File: src/rtl/div_always.sv
// Sequential restoring divider: start/valid/busy responder, WIDTH iterations per operation.
// Define SIGNED_DIV_EN for two's-complement operands (truncating quotient, remainder takes dividend sign).
module div_always #(
  parameter int WIDTH = 32,
  parameter int CNT_W = 6
) (
  input  logic [WIDTH-1:0] a,
  input  logic [WIDTH-1:0] b,
  output logic [WIDTH-1:0] x,
  input  logic             clk,
  input  logic             start,
  input  logic             reset,
  output logic             valid,
  output logic             busy,
  output logic [WIDTH-1:0] r,
  output logic             div_by_zero
);

  typedef enum logic {S_IDLE, S_RUN} state_t;

  localparam logic [CNT_W-1:0] LAST = CNT_W'(WIDTH - 1);

  state_t           r_state;
  logic [WIDTH-1:0] r_q;
  logic [WIDTH-1:0] r_rem;
  logic [WIDTH-1:0] r_div;
  logic [CNT_W-1:0] r_cnt;

  logic [WIDTH:0]   w_shift;
  logic             w_ge;
  logic [WIDTH-1:0] w_rem_nxt;
  logic [WIDTH-1:0] w_q_nxt;
  logic [WIDTH-1:0] w_a_in;
  logic [WIDTH-1:0] w_b_in;
  logic [WIDTH-1:0] w_x_fin;
  logic [WIDTH-1:0] w_r_fin;

`ifdef SIGNED_DIV_EN
  logic r_sign_q;
  logic r_sign_r;

  always_comb begin
    w_a_in = a[WIDTH-1] ? -a : a;
    w_b_in = b[WIDTH-1] ? -b : b;
    // Zero divisor keeps the raw all-ones quotient; the remainder re-signs back to a.
    w_x_fin = (r_sign_q && (r_div != '0)) ? -w_q_nxt : w_q_nxt;
    w_r_fin = r_sign_r ? -w_rem_nxt : w_rem_nxt;
  end
`else
  always_comb begin
    w_a_in  = a;
    w_b_in  = b;
    w_x_fin = w_q_nxt;
    w_r_fin = w_rem_nxt;
  end
`endif

  // Subtraction is taken W bits wide: when the compare passes the true difference is < 2^WIDTH.
  always_comb begin
    w_shift   = {r_rem, r_q[WIDTH-1]};
    w_ge      = (w_shift >= {1'b0, r_div});
    w_rem_nxt = w_ge ? (w_shift[WIDTH-1:0] - r_div) : w_shift[WIDTH-1:0];
    w_q_nxt   = {r_q[WIDTH-2:0], w_ge};
  end

  always_ff @(posedge clk) begin
    if (reset) begin
      r_state     <= S_IDLE;
      r_q         <= '0;
      r_rem       <= '0;
      r_div       <= '0;
      r_cnt       <= '0;
      x           <= '0;
      r           <= '0;
      div_by_zero <= 1'b0;
      valid       <= 1'b0;
      busy        <= 1'b0;
`ifdef SIGNED_DIV_EN
      r_sign_q    <= 1'b0;
      r_sign_r    <= 1'b0;
`endif
    end else begin
      valid <= 1'b0;
      case (r_state)
        S_IDLE: begin
          if (start) begin
            r_q     <= w_a_in;
            r_div   <= w_b_in;
            r_rem   <= '0;
            r_cnt   <= '0;
            busy    <= 1'b1;
            r_state <= S_RUN;
`ifdef SIGNED_DIV_EN
            r_sign_q <= a[WIDTH-1] ^ b[WIDTH-1];
            r_sign_r <= a[WIDTH-1];
`endif
          end
        end
        S_RUN: begin
          r_rem <= w_rem_nxt;
          r_q   <= w_q_nxt;
          r_cnt <= r_cnt + 1'b1;
          if (r_cnt == LAST) begin
            x           <= w_x_fin;
            r           <= w_r_fin;
            div_by_zero <= (r_div == '0);
            busy        <= 1'b0;
            valid       <= 1'b1;
            r_state     <= S_IDLE;
          end
        end
        default: r_state <= S_IDLE;
      endcase
    end
  end

endmodule

File: config.mk
export PLATFORM = sky130hd
export DESIGN_NAME = div_always
export DESIGN_NICKNAME = d
export VERILOG_FILES = /design/src/rtl/div_always.sv
export SDC_FILE = /design/constraint.sdc
export NUM_CORES = 1
export LEC_CHECK = 0
export CELL_PAD_IN_SITES_DETAIL_PLACEMENT = 1
export CELL_PAD_IN_SITES_GLOBAL_PLACEMENT = 1
export CORE_ASPECT_RATIO = 0.5
export CORE_MARGIN = 8
export CORE_UTILIZATION = 36
export DETAILED_ROUTE_END_ITERATION = 10
export GPL_ROUTABILITY_DRIVEN = 0
export GPL_TIMING_DRIVEN = 0
export MAX_ROUTING_LAYER = met4
export PLACE_DENSITY = 0.83
export SETUP_SLACK_MARGIN = 0.02
export SLEW_MARGIN = 20
export SYNTH_ARGS = -nofsm -noshare
export SYNTH_HDL_FRONTEND = slang
export SYNTH_SLANG_ARGS = --single-unit
File: constraint.sdc
create_clock -name clk -period 2.8 [get_ports clk]
set_clock_uncertainty 0.15 [all_clocks]
set_input_delay 0.28 -clock clk [delete_from_list [all_inputs] [get_ports clk]]
set_output_delay 0.28 -clock clk [all_outputs]
set_load 0.05 [all_outputs]
==> results.yml <==
clocking:
  h-tree-depth: 4
  numCtsBuffers: 17
  hold_buffers: 0
  cts_tree: "built"
  clock_path_buffers: 2
  clock_latency_ns: 0.46
  clk_pin_slew_worst_paths_ns: 0.07
  numClockSinks: 170
  cts_root_buf: "clkbuf_16"
die:
  initial_core_util_pct: 36.61
  dieWidth_um: 231.3
  core.rowCount: 39
  die_h_um: 123.6
  core_um2: 22790
  io-pin-count: 134
  die_area_um2: 28600
sta:
  worst_slew_pin_slew_ns: 0.8193
  final-hold-violation-count: 0
  relSlewSlack_pct: 45.27
  fmax_ghz: 0.3125
  setup_ws_ns: -0.3999
  rsz0062_at_grt: "yes"
  fin_crit_ns: 3.200
  setup_viol: 66
  drv_slew: 0
  fin_crit_sh_pct: 114.3
  whs_ns: 0.2210
route:
  drc_errors: 0
  route.vias.total: 8680
  drt_first_pass_iters: 4
  drt_wl_total_um: 32670
  drtIter0Drc: 439
  vias_per_cell: 5.564
  wl_per_cell_um: 20.94
  postRouteAntennaNets: 0
layout:
  final_util_pct: 51.79
  syn_to_final_growth_pct: 41.45
  final_nets: 1339
  final_cell_area_um2: 11800
  drive_gt1_share_pct: 16.63
yosys:
  yosys_warnings: 0
  synth_cells: 1053
  synth_area_leaders: "dfxtp_1 41%, a21oi_1 9.5%, nand2_1 8.1%, mux2i_1 7.1%, ha_1 4.9%"
  synth-edff-count: 0
  synthTopCellsByCount: "180 x nand2_1, 170 x dfxtp_1, 158 x a21oi_1"
  yosysMostFrequentCell: "nand2_1"
  avgSynthCellArea_um2: 7.923
  yosysTopAreaCell: "dfxtp_1"
  ys.flop_type: "dfxtp_1"
  syn-num-nets: 1154
  yosysSeqAreaShare_pct: 40.79
  synth-seq-cells: 170
  synth_top_area_share_pct: 40.79
  netlist_area_um2: 8343
  synth_cell_types: 61
  async_flop_share_pct: 0
worst_setup_path:
  critPathMaxFanout: 7
  start_kind: "flop"
  reg2reg_depth: 13
  worstReg2RegEnd: "r_rem[13]$_SDFFE_PP0P_"
  end_kind: "flop"
  reg2reg_from: "r_div[8]$_SDFFE_PP0P_"
  critical_path_class: "flop to flop"
  cp_data_required_time_ns: 2.95
  arrival_ns: 3.35
  ff2ff_setup_slack_ns: -0.40
grt:
  grt_pass1_vias: 9147
  grt_pass1_wl_um: 48640
  overflow: 0
  antenna_found_initial: 2
  grt_max_degree: 17
  track_usage_pct: 22.09
run_status:
  violations: "setup timing"
  outcome: "finished, violations left"
run:
  cap_violations: 0
hold_path:
  hold_class: "input port to flop"
  min_from: "b[16]"
  min_to: "r_div[16]$_SDFFE_PP0P_"
  hold_depth: 3
placed_design:
  place.detailed.hpwl_um: 22350
  place_area_um2: 10100
  place_ws_ns: -0.6524
  portBuffers: 133
pwr:
  irDropWorstVdd_uv: 876.2
  p_leak_nw: 4.373
  powerDensity_nw_per_um2: 1213
-- cells in the final DEF (no fill, tap or decap), types with 8 or more instances in the layout --
cell type	synthesis	routed
clkbuf_16	0	17
nand3_1	15	13
xnor2_1	16	15
ha_1	33	18
nand2_1	180	177
o21ai_0	76	40
dfxtp_1	170	148
buf_4	0	30
o21ai_2	0	8
mux2i_4	0	18
xor2_1	9	8
mux2i_1	59	38
nand4_1	8	8
clkbuf_1	53	50
inv_1	36	28
o21ai_1	1	28
a21o_1	10	9
ha_4	0	14
clkdlybuf4s50_1	0	133
a21oi_1	158	140
dfxtp_2	0	20
nor4_1	9	8
a21oi_2	1	13
nor3_1	15	12
nor2_1	90	90
-- power by group --
group / total, mW / internal [mW] / switching, mW / leakage, nW
clock network: 2.28 / 1.24 / 1.04 / 0.277
registers: 2.87 / 2.61 / 0.259 / 1.39
logic: 9.16 / 4.37 / 4.79 / 2.70
-- routing by layer --
layer	wire length (um)	vias up	global-route usage, %	part of all wire (%)
met2	16740	249	38.71	51
met3	1563	83	4.570	4.8
met1	13370	4301	24.74	41
met5	0	-	-	0
li1	-	4047	-	-
met4	1000	0	9.019	3.1
-- worst max-delay path, stage by stage (launching register included) --
cell      delay [ns]
dfxtp_2         0.35
inv_2           0.06
ha_4            0.25
and4_4          0.19
and2_4          0.15
or3_4           0.38
a31o_4          0.24
a31oi_4         0.23
o211ai_2        0.15
a21o_4          0.27
buf_12          0.16
buf_12          0.13
mux2i_1         0.20
o21ai_1         0.14
-- worst max-delay path by stage --
stage / start / end / slack, ns / cells past startpoint
after floorplan: r_div[9]$_SDFFE_PP0P_ / r[22]$_SDFFE_PP0P_ / -0.15 / 13
after global placement: r_div[1]$_SDFFE_PP0P_ / r_rem[23]$_SDFFE_PP0P_ / -0.54 / 12
after detailed placement: r_div[10]$_SDFFE_PP0P_ / r_rem[15]$_SDFFE_PP0P_ / -0.65 / 12
after CTS: r_div[6]$_SDFFE_PP0P_ / r_rem[21]$_SDFFE_PP0P_ / -0.30 / 13
after global routing: r_div[9]$_SDFFE_PP0P_ / r_rem[13]$_SDFFE_PP0P_ / -0.45 / 13
final: r_div[8]$_SDFFE_PP0P_ / r_rem[13]$_SDFFE_PP0P_ / -0.40 / 13
-- kinds of logic after synthesis --
| logic type | count (synthesis) | share of synthesized area (%) |
|---|---|---|
| AND/OR/NAND/NOR | 358 | 18.63 |
| multiplexers | 59 | 7.079 |
| adder cells (fa/ha/maj) | 34 | 5.189 |
| buffers and inverters | 103 | 4.814 |
| XOR/XNOR | 25 | 2.624 |
| flip-flops | 170 | 40.79 |
| AO/OA/AOI/OAI | 304 | 20.88 |
-- timing repair --
| item | in CTS | in global routing |
|---|---|---|
| pin swaps | 22 | 38 |
| cloned | 3 | 0 |
| buffers inserted | 20 | 15 |
| endpoints found under the setup margin | 70 | 72 |
| resized for setup | 96 | 116 |
-- stage by stage --
step / TNS (ns) / total power [mW] / std cells
after floorplan: -4.175 / 6.776 / 1053
after global placement: -30.87 / 7.992 / 1493
after detailed placement: -36.87 / 8.204 / 1493
after CTS: -15.36 / 12.14 / 1547
after global routing: -19.08 / 14.85 / 1560
final: -14.69 / 14.31 / 1560
-- layout make-up --
class                           count  area (um2)
Multi-Input combinational cell    780        5301
Tap cell                          307       384.1
Inverter                           36       137.6
Timing Repair Buffer              171        1680
Buffer                             62       310.3
Fill cell                        2663       10990
Clock buffer                       20       446.7
Antenna cell                        2       5.005
Clock inverter                     12       100.1
Sequential cell                   170        3436
-- flip-flops by register name, indices dropped and copies added (netlist names) --
name	cells
valid	1
r_q	32
div_by_zero	1
x	32
r_rem	32
busy	1
r_div	32
r	32
r_cnt	6
r_state	1
Note: power is estimated with default switching activity, not from simulation.
